File: config.mk
export PLATFORM = sky130hd
export DESIGN_NAME = four_ll_adder_flat
export DESIGN_NICKNAME = d
export VERILOG_FILES = /design/src/rtl/four_ll_adder_pkg.sv /design/src/rtl/four_ll_adder_if.sv /design/src/rtl/four_ll_adder_full_adder.sv /design/src/rtl/four_ll_adder.sv /design/src/flat_wrapper.sv
export SDC_FILE = /design/constraint.sdc
export NUM_CORES = 1
export LEC_CHECK = 0
export BUFFER_PORTS_ARGS = -buffer_cell sky130_fd_sc_hd__buf_2
export CORE_AREA = 2 2 39 41
export DETAILED_ROUTE_END_ITERATION = 7
export DIE_AREA = 0 0 41 43
export GPL_ROUTABILITY_DRIVEN = 0
export HOLD_SLACK_MARGIN = 0.1
export PLACE_DENSITY = 0.38
export SLEW_MARGIN = 40
export SYNTH_ARGS = -nofsm -noshare
export SYNTH_HDL_FRONTEND = slang
export SYNTH_SLANG_ARGS = --single-unit
File: constraint.sdc
create_clock -name clk -period 0.8 [get_ports clk]
set_clock_uncertainty 0.1 [all_clocks]
set_input_delay 0.04 -clock clk [delete_from_list [all_inputs] [get_ports clk]]
set_output_delay 0.04 -clock clk [all_outputs]
set_load 0.1 [all_outputs]
File: src/rtl/four_ll_adder_pkg.sv
// ---------------------------------------------------------------------------
// four_ll_adder_pkg
//   Shared definitions for the 4-bit registered ripple-carry adder.
//   ADDER_W  : operand width in bits (fixed at 4).
//   result_t : 5-bit packed result {carry, sum[3:0]}.
// ---------------------------------------------------------------------------
package four_ll_adder_pkg;

  localparam int ADDER_W = 4;

  typedef struct packed {
    logic               carry;
    logic [ADDER_W-1:0] sum;
  } result_t;

endpackage : four_ll_adder_pkg

File: src/rtl/four_ll_adder_if.sv
// ---------------------------------------------------------------------------
// four_ll_adder_if
//   Bundles the bit-level operand, carry-in and result signals of the adder.
//   master : drives in_a*/in_b*/in_ca0, observes out_s*/out_ca (the user side).
//   slave  : receives the operands, drives the registered result (the adder).
// ---------------------------------------------------------------------------
interface four_ll_adder_if;

  logic in_a0;
  logic in_a1;
  logic in_a2;
  logic in_a3;
  logic in_b0;
  logic in_b1;
  logic in_b2;
  logic in_b3;
  logic in_ca0;
  logic out_s0;
  logic out_s1;
  logic out_s2;
  logic out_s3;
  logic out_ca;

  modport master (
    output in_a0, in_a1, in_a2, in_a3,
    output in_b0, in_b1, in_b2, in_b3,
    output in_ca0,
    input  out_s0, out_s1, out_s2, out_s3,
    input  out_ca
  );

  modport slave (
    input  in_a0, in_a1, in_a2, in_a3,
    input  in_b0, in_b1, in_b2, in_b3,
    input  in_ca0,
    output out_s0, out_s1, out_s2, out_s3,
    output out_ca
  );

endinterface : four_ll_adder_if

File: src/rtl/four_ll_adder_full_adder.sv
// ---------------------------------------------------------------------------
// full_adder
//   Purely combinational 1-bit full adder.
//   i_a, i_b : operand bits
//   i_cin    : carry in
//   o_s      : sum bit
//   o_cout   : carry out (generate, or propagate of the incoming carry)
// ---------------------------------------------------------------------------
module full_adder (
  input  logic i_a,
  input  logic i_b,
  input  logic i_cin,
  output logic o_s,
  output logic o_cout
);

  logic w_p;

  assign w_p    = i_a ^ i_b;
  assign o_s    = w_p ^ i_cin;
  assign o_cout = (i_a & i_b) | (i_cin & w_p);

endmodule : full_adder

File: src/rtl/four_ll_adder.sv
// ---------------------------------------------------------------------------
// four_ll_adder
//   4-bit ripple-carry adder with carry-in/carry-out and a single output
//   register stage. The result {out_ca, out_s3..out_s0} = A + B + in_ca0,
//   taken modulo 32, appears one rising clk edge after the inputs settle.
//   clk   : rising-edge clock
//   rst_n : asynchronous active-low clear of all five result bits
//   bus   : slave side of four_ll_adder_if (operand bits in, result bits out)
// ---------------------------------------------------------------------------
module four_ll_adder
  import four_ll_adder_pkg::*;
(
  input  logic              clk,
  input  logic              rst_n,
  four_ll_adder_if.slave    bus
);

  logic [ADDER_W-1:0] w_a;
  logic [ADDER_W-1:0] w_b;
  logic [ADDER_W-1:0] w_s;
  logic [ADDER_W:0]   w_c;
  result_t            w_next;
  result_t            r_result;

  assign w_a    = {bus.in_a3, bus.in_a2, bus.in_a1, bus.in_a0};
  assign w_b    = {bus.in_b3, bus.in_b2, bus.in_b1, bus.in_b0};
  assign w_c[0] = bus.in_ca0;

  // Carry ripples from bit 0 upward; each stage's cout feeds the next cin.
  for (genvar gi = 0; gi < ADDER_W; gi++) begin : g_fa
    full_adder u_fa (
      .i_a    (w_a[gi]),
      .i_b    (w_b[gi]),
      .i_cin  (w_c[gi]),
      .o_s    (w_s[gi]),
      .o_cout (w_c[gi+1])
    );
  end

  assign w_next = {w_c[ADDER_W], w_s};

  // Result register: cleared immediately on reset, otherwise loads every edge.
  always_ff @(posedge clk or negedge rst_n) begin
    if (!rst_n) begin
      r_result <= '{carry: 1'b0, sum: 4'b0000};
    end else begin
      r_result <= w_next;
    end
  end

  assign bus.out_s0 = r_result.sum[0];
  assign bus.out_s1 = r_result.sum[1];
  assign bus.out_s2 = r_result.sum[2];
  assign bus.out_s3 = r_result.sum[3];
  assign bus.out_ca = r_result.carry;

endmodule : four_ll_adder

File: src/flat_wrapper.sv
// flat-port wrapper written by rule: the top's interface ports become plain ports
module four_ll_adder_flat import four_ll_adder_pkg::*;
  (clk, rst_n, bus_in_a0, bus_in_a1, bus_in_a2, bus_in_a3, bus_in_b0, bus_in_b1, bus_in_b2, bus_in_b3, bus_in_ca0, bus_out_s0, bus_out_s1, bus_out_s2, bus_out_s3, bus_out_ca);
  four_ll_adder_if bus_i ();
  input  logic clk;
  input  logic rst_n;
  input wire logic [$bits(bus_i.in_a0)-1:0] bus_in_a0;
  input wire logic [$bits(bus_i.in_a1)-1:0] bus_in_a1;
  input wire logic [$bits(bus_i.in_a2)-1:0] bus_in_a2;
  input wire logic [$bits(bus_i.in_a3)-1:0] bus_in_a3;
  input wire logic [$bits(bus_i.in_b0)-1:0] bus_in_b0;
  input wire logic [$bits(bus_i.in_b1)-1:0] bus_in_b1;
  input wire logic [$bits(bus_i.in_b2)-1:0] bus_in_b2;
  input wire logic [$bits(bus_i.in_b3)-1:0] bus_in_b3;
  input wire logic [$bits(bus_i.in_ca0)-1:0] bus_in_ca0;
  output wire logic [$bits(bus_i.out_s0)-1:0] bus_out_s0;
  output wire logic [$bits(bus_i.out_s1)-1:0] bus_out_s1;
  output wire logic [$bits(bus_i.out_s2)-1:0] bus_out_s2;
  output wire logic [$bits(bus_i.out_s3)-1:0] bus_out_s3;
  output wire logic [$bits(bus_i.out_ca)-1:0] bus_out_ca;
  assign bus_i.in_a0 = bus_in_a0;
  assign bus_i.in_a1 = bus_in_a1;
  assign bus_i.in_a2 = bus_in_a2;
  assign bus_i.in_a3 = bus_in_a3;
  assign bus_i.in_b0 = bus_in_b0;
  assign bus_i.in_b1 = bus_in_b1;
  assign bus_i.in_b2 = bus_in_b2;
  assign bus_i.in_b3 = bus_in_b3;
  assign bus_i.in_ca0 = bus_in_ca0;
  assign bus_out_s0 = bus_i.out_s0;
  assign bus_out_s1 = bus_i.out_s1;
  assign bus_out_s2 = bus_i.out_s2;
  assign bus_out_s3 = bus_i.out_s3;
  assign bus_out_ca = bus_i.out_ca;
  four_ll_adder u_core (.clk(clk), .rst_n(rst_n), .bus(bus_i));
endmodule
### Word level (Yosys, flattened, before mapping)

Index checks and enable logic that the tools add are counted.

| storage, ports and cells | value |
|---|---|
| register bits | 5 |
| input port bits | 11 |
| output and inout bits | 5 |
| logic and storage cells | 22 |

| cells by class | value |
|---|---|
| bitwise operators | 20 |

Operators with widths:

| kind | number |
|---|---|
| AND 1 bit | 8 |
| XOR 1 bit | 8 |
| bitwise OR 1 bit | 4 |

### Depth between registers and ports, before layout

Gate-level depths: netlist (run 1).

| logic depth | value |
|---|---|
| depth after elaboration | 9 |
| gate-level depth with buffers | 8 |
| depth with buffers taken out | 8 |

### By module

A second synthesis (run 1) with hierarchy kept.

| unflattened totals | value |
|---|---|
| cell total of the unflattened synthesis | 9 |
| area total of the unflattened synthesis | 205.2 um^2 |

Modules (own cells, without submodules):

| module | instances | cells each | area an instance (um^2) | seq. area each (um^2) |
|---|---|---|---|---|
| four_ll_adder | 1 | 5 | 125.1 | 125.1 |
| full_adder | 4 | 1 | 20.0 | 0.0 |

### Worst setup path after synthesis (run 1)

Ideal clock, no wire load.

| timing | value |
|---|---|
| path kind | input-to-reg |
| start | input bus_in_ca0 |
| end | register u_core.r_result, in the netlist u_core.bus.out_s3 |
| library setup time | 64 ps |
| data arrival time | 1533 ps |
| data required time | 636 ps |
| slack | -897 ps |
| stages on the path | 8 |
| path through | inv_1 -> fa_1 -> inv_1 -> fa_1 -> fa_1 -> inv_1 -> fa_1 -> inv_1 |

| on the way | value |
|---|---|
| cells in the longest elaborated chain, start to end | 7 |

Ends and longest elaborated chain:

| what | line | source |
|---|---|---|
| start, declared | flat_wrapper.sv:15 | `input wire logic [$bits(bus_i.in_ca0)-1:0] bus_in_ca0;` |
| AND 1 bit | four_ll_adder_full_adder.sv:21 | `assign o_cout = (i_a & i_b) \| (i_cin & w_p);` |
| bitwise OR 1 bit | four_ll_adder_full_adder.sv:21 |  |
| AND 1 bit | four_ll_adder_full_adder.sv:21 |  |
| bitwise OR 1 bit | four_ll_adder_full_adder.sv:21 |  |
| AND 1 bit | four_ll_adder_full_adder.sv:21 |  |
| bitwise OR 1 bit | four_ll_adder_full_adder.sv:21 |  |
| XOR 1 bit | four_ll_adder_full_adder.sv:20 | `assign o_s = w_p ^ i_cin;` |
| named net u_core.g_fa[3].u_fa.o_s | four_ll_adder_full_adder.sv:13 | `output logic o_s,` |
| end signal, assigned | four_ll_adder.sv:45 | `r_result <= '{carry: 1'b0, sum: 4'b0000};` |
| end signal, assigned | four_ll_adder.sv:47 | `r_result <= w_next;` |
| end, declared | four_ll_adder.sv:23 | `result_t r_result;` |

The timed path passes the listed nets, and every way through them passes these cells.

### Final worst setup path (run 1)

Ends and elaborated chain as after synthesis.

==> run summary, run 1 <==
status -> finished, violations left
failing checks -> setup timing
power density over the cells -> 2440 nW/um^2
flop and latch count out of synthesis -> 5
worst-path maximum fanout -> 1
critical-path cell list -> buf_12 > inv_12 > fa_2 > inv_2 > fa_2 > fa_2 > inv_2 > fa_2 > inv_2
Worst Path Arrival -> 1610 ps
placed cell count -> 50
Layout Cells excl Fill -> 55
I/O pins -> 16
CTS H-tree depth -> 1
Vert. Die Dim -> 43 microns
biggest area consumer among synthesized cells -> dfrtp_1
fin crit share -> 191%
effective utilization at floorplan -> 17.5%
Clock Tree Buf Depth -> 2
Post-route DRC -> 0
crit path max-delay cell type -> fa_2
fraction of layout cells with a size suffix above 1 -> 84.6%
area occupied by multi-input gates -> 90.1 sq um
DR pass1 iterations -> 1
Crit path top cell by count -> fa_2
setup ws final -> -731 ps
RSZ-0062 raised after global routing -> yes
worst relative slew slack -> 93.1%
final setup vio count -> 9
Max VDD drop -> 0.618 mV
pin count of the biggest net entering global routing -> 6
first-pass GRT wire length -> 690 microns
Placed Area -> 445 sq um
final wirelength -> 380 microns
Mapped Area -> 243 sq um
Tmin final -> 1530 ps
IO buf count -> 15
fill count -> 146
Mapped Cells -> 19
Ys Warns -> 0
clock sink count -> 5
WL/cell -> 6.91 microns
initial antenna violation count -> 0
crit start category -> input pin
most frequent cells in the layout -> buf_2 (8), buf_12 (6), inv_2 (5), fa_2 (4), dfrtp_2 (4)
grt total ovfl -> 0
drt initial violations -> 0
commonest non-fill, non-tap cell in the layout -> buf_2
DP Wirelength -> 337 microns
register area -> 130 sq um
largest cells by area after synthesis -> dfrtp_1 (52%), fa_1 (33%), inv_1 (15%)
Hold Buf Count CTS -> 1
slew at the pin closest to its max-slew limit -> 103 ps
via/cell ratio -> 3.24
post-synth top area share -> 51.5%
vias in the first global route -> 193
synthesis-to-layout area growth -> 107%
antenna cells -> 0
CTS Root Cell -> clkbuf_4
Worst path max stage delay -> 420 ps
max-cap violations -> 0
Slew Limit Fails -> 0
via count -> 178
Max Clk Rate -> 0.653 GHz
Final TNS setup -> -2540 ps
design area -> 503 sq um
Nets -> 55
Final Hold Viols -> 0
Pleak -> 0.242 nW
GRT Util Overall -> 6.80%
num rows -> 14
overall power -> 1.23 mW
CP required -> 880 ps
Worst Setup End Kind -> register
syn avg cell area -> 12.8 sq um
total CTS buffers -> 3
Hold Crit Class -> input pin to register
synth unique cells -> 3
Die W -> 41 microns
sequential cell area fraction in the yosys report -> 51.5%
Post-Syn Nets -> 34
Clock transition at path regs -> 40 ps
die area -> 1760 sq um
Final ANT Viol Nets -> 0
CTS tree -> built
crit path kind -> input pin to register
CORE AREA -> 1380 sq um
-- sequential cells by signal, summed over array words and instances, names as in the netlist --
signal             count
u_core.bus.out_ca      1
u_core.bus.out_s0      1
u_core.bus.out_s1      1
u_core.bus.out_s2      1
u_core.bus.out_s3      1
-- final timing paths --
path,start,endpoint,cells past startpoint
setup / recovery,bus_in_ca0,u_core.bus.out_s3,9
hold / removal,bus_in_a1,u_core.bus.out_s1,2
max in group asynchronous,rst_n,u_core.bus.out_s1,2
min in group asynchronous,rst_n,u_core.bus.out_s0,2
-- power breakdown --
part | switching (mW) | total [mW] | internal (mW)
Clock | 0.0907 | 0.278 | 0.188
Sequential | 0.0327 | 0.334 | 0.302
Combinational | 0.386 | 0.614 | 0.228
-- repair_timing --
| action | 4_1_cts | 5_1_grt |
|---|---|---|
| endpoints found under the hold margin | 8 | 8 |
| buffers inserted | 0 | 0 |
| setup endpoints to repair | 9 | 9 |
| cloned | 0 | 0 |
| gates resized for setup | 5 | 3 |
-- kinds of logic after synthesis --
| kind of cell | share of synthesized area (%) |
|---|---|
| fa+ha+maj | 33.0 |
| flops | 51.5 |
| buf+inv | 15.5 |
-- critical path, delay by kind of cell --
family     cells  cell delay (ps)
fa+ha+maj      4             1270
buf+inv        5              290
-- cells in the mapped netlist --
cell	instances
inv_1	10
dfrtp_1	5
fa_1	4
-- routing by layer --
metal	GRT usage [%]	wire (microns)
met5	0	0
met2	9.06	190
met4	10.0	14
met1	5.32	125
met3	3.66	50
-- cell type report --
type,instances,area share [%]
inverter,10,10.9
tap,16,3.98
multi-input combinational,4,17.9
timing repair buffer,16,36.1
clock buffer,4,5.22
sequential,5,25.9
-- metrics by stage --
step | setup slack (ps) | hold slack (ps) | util [%]
floorplan | -823 | -356 | -
global placement | -1030 | -245 | 32.2
detailed placement | -1030 | -246 | 32.2
CTS | -727 | 12.7 | 36.0
global route | -763 | 6.90 | 36.3
finish | -731 | 19.7 | 36.3
Power figures use the tool's default switching activity.
==> run 2: changes to the inputs <==
- BUFFER_PORTS_ARGS: -buffer_cell sky130_fd_sc_hd__buf_2 -> default
- DONT_BUFFER_PORTS: default -> 1
- GPL_TIMING_DRIVEN: default -> 0
- PLACE_DENSITY: 0.38 -> 0.3
==> run summary, run 2 (same netlist as run 1, synthesis figures left out) <==
clock sink count -> 5
setup ws final -> -617 ps
antenna cells -> 0
Comb power frac -> 7.9%
Post-route DRC -> 0
fin crit share -> 177%
sw frac -> 46.1%
effective utilization at floorplan -> 17.5%
max-cap violations -> 0
Final ANT Viol Nets -> 0
failing checks -> hold timing, setup timing
GRT Util Overall -> 4.95%
pre-CTS setup slack -> -866 ps
slew at the pin closest to its max-slew limit -> 864 ps
RSZ-0062 raised after global routing -> yes
Final TNS setup -> -2610 ps
crit path kind -> input pin to register
num rows -> 14
Flop pwr share -> 63.9%
Final Core Density -> 25.0%
Final Hold Viols -> 8
Internal -> 0.543 mW
DP Wirelength -> 334 microns
CTS H-tree depth -> 1
initial antenna violation count -> 0
Met3 Wirelength -> 37 microns
worst-path maximum fanout -> 1
Slew Limit Fails -> 0
drt initial violations -> 0
Post-CTS Setup Bufs -> 0
highest metal used -> met3
Hold Crit Class -> input pin to register
Worst Path Arrival -> 1490 ps
most frequent cells in the layout -> inv_1 (4), fa_2 (4), dfrtp_4 (4), inv_2 (3), clkbuf_4 (3)
final wirelength -> 378 microns
design area -> 347 sq um
grt total ovfl -> 0
metal1 wirelength -> 131 microns
via count -> 128
Clock Tree Buf Depth -> 2
status -> finished, violations left
crit start category -> input pin
fill count -> 150
CTS Root Cell -> clkbuf_4
I/O pins -> 16
Hold Buf Count CTS -> 1
CTS tree -> built
CORE AREA -> 1380 sq um
DR pass1 iterations -> 1
met2 wire length -> 209 microns
via/cell ratio -> 3.20
CP required -> 880 ps
Worst Setup End Kind -> register
Vert. Die Dim -> 43 microns
Pleak -> 0.152 nW
Tmin final -> 1420 ps
Clock transition at path regs -> 40 ps
IO buf count -> 0
P_sw -> 0.464 mW
final setup vio count -> 9
Clk pwr share -> 28.2%
area occupied by multi-input gates -> 90.1 sq um
register area -> 140 sq um
die area -> 1760 sq um
vias in the first global route -> 163
Max VDD drop -> 0.530 mV
hold slack -> -92.8 ps
power density over the cells -> 2910 nW/um^2
first-pass GRT wire length -> 538 microns
fraction of layout cells with a size suffix above 1 -> 70.8%
pin count of the biggest net entering global routing -> 6
Placed Area -> 295 sq um
total CTS buffers -> 3
worst relative slew slack -> 42.4%
Nets -> 40
WL/cell -> 9.45 microns
synthesis-to-layout area growth -> 42.8%
Die W -> 41 microns
Max Clk Rate -> 0.706 GHz
[run 2: cell count changes in the layout (fill, tap and decap cells not counted), sizes merged]
cell / change
buf: -15
[run 2: area by class of cell]
type,instances,share of cell area [%]
Timing Repair Buffer,1,2.89
Tap cell,16,5.78
Multi-Input combinational cell,4,26.0
Inverter,10,17.3
Clock buffer,4,7.58
Sequential cell,5,40.4
[run 2: metrics by stage]
step                power (mW)  std cells
finish                    1.01         40
global route              1.06         40
floorplan                0.681         19
CTS                       1.03         40
detailed placement       0.704         35
global placement         0.701         35
[run 2: timing repair]
item,CTS,global route
gates resized for setup,4,3
cloned,0,0
hold endpoints to repair,10,10
setup endpoints to repair,9,9
pin swaps,0,0
[run 2: power groups by stage]
stage	logic (mW)	registers (mW)	clock network (mW)
3_5_place_dp	0.0725	0.631	0
2_1_floorplan	0.0558	0.626	0
5_1_grt	0.0978	0.647	0.311
3_3_place_gp	0.0709	0.630	0
4_1_cts	0.0808	0.645	0.301
6_report	0.0799	0.643	0.284
[run 2: worst paths after layout]
check	cells after the start	start	end	slack (ps)
setup / recovery	8	bus_in_ca0	u_core.bus.out_s3	-620
hold / removal	1	bus_in_a1	u_core.bus.out_s1	-90
max in group asynchronous	1	rst_n	u_core.bus.out_ca	400
min in group asynchronous	1	rst_n	u_core.bus.out_s1	-10
[run 2: layer usage]
layer	up-vias	GRT usage, %
li1	56	-
met1	62	4.93
met2	10	6.88
met3	0	0
met4	0	8.00
met5	-	0
[run 2: critical path, cell delays in order]
cell and delay [ps]:
inv_12 30, fa_2 190, inv_2 40, fa_2 330, fa_2 350, inv_2 60, fa_2 410, inv_1 60
==> run 3: changes to the inputs <==
- ABC_CLOCK_PERIOD_IN_PS: default -> 800
- CELL_PAD_IN_SITES_DETAIL_PLACEMENT: default -> 0
- CELL_PAD_IN_SITES_GLOBAL_PLACEMENT: default -> 1
- PLACE_DENSITY: 0.3 -> 0.35
==> run summary, run 3 (same netlist as run 1, synthesis figures left out) <==
status -> finished, violations left
failing checks -> hold timing, setup timing
Comb power frac -> 8.5%
vias in the first global route -> 169
Layout Cells excl Fill -> 40
CORE AREA -> 1380 sq um
fin crit share -> 176%
sw frac -> 46.1%
RSZ-0062 raised after global routing -> yes
fill count -> 156
DR pass1 iterations -> 4
slew at the pin closest to its max-slew limit -> 865 ps
Vert. Die Dim -> 43 microns
IO buf count -> 0
final setup vio count -> 9
Final Hold Viols -> 8
Crit. Startpoint -> bus_in_ca0
area occupied by multi-input gates -> 90.1 sq um
Post-route DRC -> 0
placed cell count -> 35
Crit path top cell by count -> fa_2
worst relative slew slack -> 42.4%
Hold Crit Class -> input pin to register
Flop pwr share -> 63.3%
WL/cell -> 9.40 microns
Worst Path Arrival -> 1450 ps
max-cap violations -> 0
P_sw -> 0.468 mW
final wirelength -> 376 microns
Nets -> 40
Die W -> 41 microns
hold slack -> -89.6 ps
Tmin final -> 1410 ps
clock sink count -> 5
Final Core Density -> 26.0%
CTS Root Cell -> clkbuf_4
CTS tree -> built
Internal -> 0.547 mW
Worst Setup End Kind -> register
HP Start -> bus_in_a1
Placed Area -> 295 sq um
pin count of the biggest net entering global routing -> 6
crit path max-delay cell type -> fa_2
Final ANT Viol Nets -> 0
Hold Buf Count CTS -> 1
total CTS buffers -> 3
Slew Limit Fails -> 0
first-pass GRT wire length -> 600 microns
Clock transition at path regs -> 40 ps
synthesis-to-layout area growth -> 48.5%
GRT Util Overall -> 6.07%
crit path kind -> input pin to register
effective utilization at floorplan -> 17.5%
Clk pwr share -> 28.2%
crit start category -> input pin
grt total ovfl -> 0
antenna cells -> 0
Post-CTS Setup Bufs -> 0
Clock Tree Buf Depth -> 2
via/cell ratio -> 3.30
Worst path max stage delay -> 520 ps
CP required -> 830 ps
register area -> 140 sq um
I/O pins -> 16
Pleak -> 0.155 nW
drt initial violations -> 1
Max VDD drop -> 0.343 mV
critical-path cell list -> clkinv_16 > fa_2 > inv_2 > fa_2 > fa_2 > inv_2 > fa_2 > inv_2
setup ws final -> -612 ps
fraction of layout cells with a size suffix above 1 -> 75.0%
worst-path maximum fanout -> 1
pre-CTS setup slack -> -859 ps
design area -> 360 sq um
initial antenna violation count -> 0
power density over the cells -> 2820 nW/um^2
Max Clk Rate -> 0.708 GHz
DP Wirelength -> 335 microns
most frequent cells in the layout -> inv_2 (4), fa_2 (4), dfrtp_4 (4), inv_1 (3), clkbuf_4 (3)
die area -> 1760 sq um
CTS H-tree depth -> 1
via count -> 132
num rows -> 14
[run 3: worst max-delay path: cells and delay by family]
family	cells	cell delay, ps
buffers and inverters	4	160
adder cells (fa/ha/maj)	4	1260
[run 3: power by group through the flow]
stage                     Clock (mW)  Sequential, mW  Combinational (mW)
final                          0.287           0.643              0.0864
after global routing           0.327           0.650               0.108
after CTS                      0.299           0.645              0.0828
after detailed placement           0           0.631              0.0746
after global placement             0           0.629              0.0719
after floorplan                    0           0.626              0.0558
[run 3: repair_timing]
item,4_1_cts,5_1_grt
hold endpoints to repair,10,10
setup endpoints to repair,9,9
gates resized for setup,4,6
[run 3: cell type report]
class                           count  share of cell area (%)
Sequential cell                     5                    38.9
Clock buffer                        4                    7.29
Inverter                           10                    20.5
Tap cell                           16                    5.56
Timing Repair Buffer                1                    2.78
Multi-Input combinational cell      4                    25.0
[run 3: metrics by stage]
step | hold slack [ps] | power, mW | TNS, ps
after floorplan | -356 | 0.681 | -2500
after global placement | -355 | 0.701 | -2660
after detailed placement | -355 | 0.706 | -2670
after CTS | -91.8 | 1.03 | -2650
after global routing | -97.6 | 1.09 | -2870
final | -89.6 | 1.02 | -2640
[run 3: worst paths after layout]
check	end	slack, ps	depth (start not counted)
worst max-delay path	u_core.bus.out_s3	-610	8
worst min-delay path	u_core.bus.out_s1	-90	1
max in group asynchronous	u_core.bus.out_s0	400	1
min in group asynchronous	u_core.bus.out_s3	-10	1
[run 3: layer usage]
| layer | part of all wire (%) | wire (microns) | GRT usage [%] | vias to the layer above |
|---|---|---|---|---|
| li1 | - | - | - | 55 |
| met1 | 39 | 146 | 6.58 | 62 |
| met2 | 50 | 187 | 6.88 | 13 |
| met3 | 7.2 | 27 | 1.57 | 2 |
| met4 | 4.0 | 15 | 10.0 | 0 |
| met5 | 0 | 0 | 0 | - |
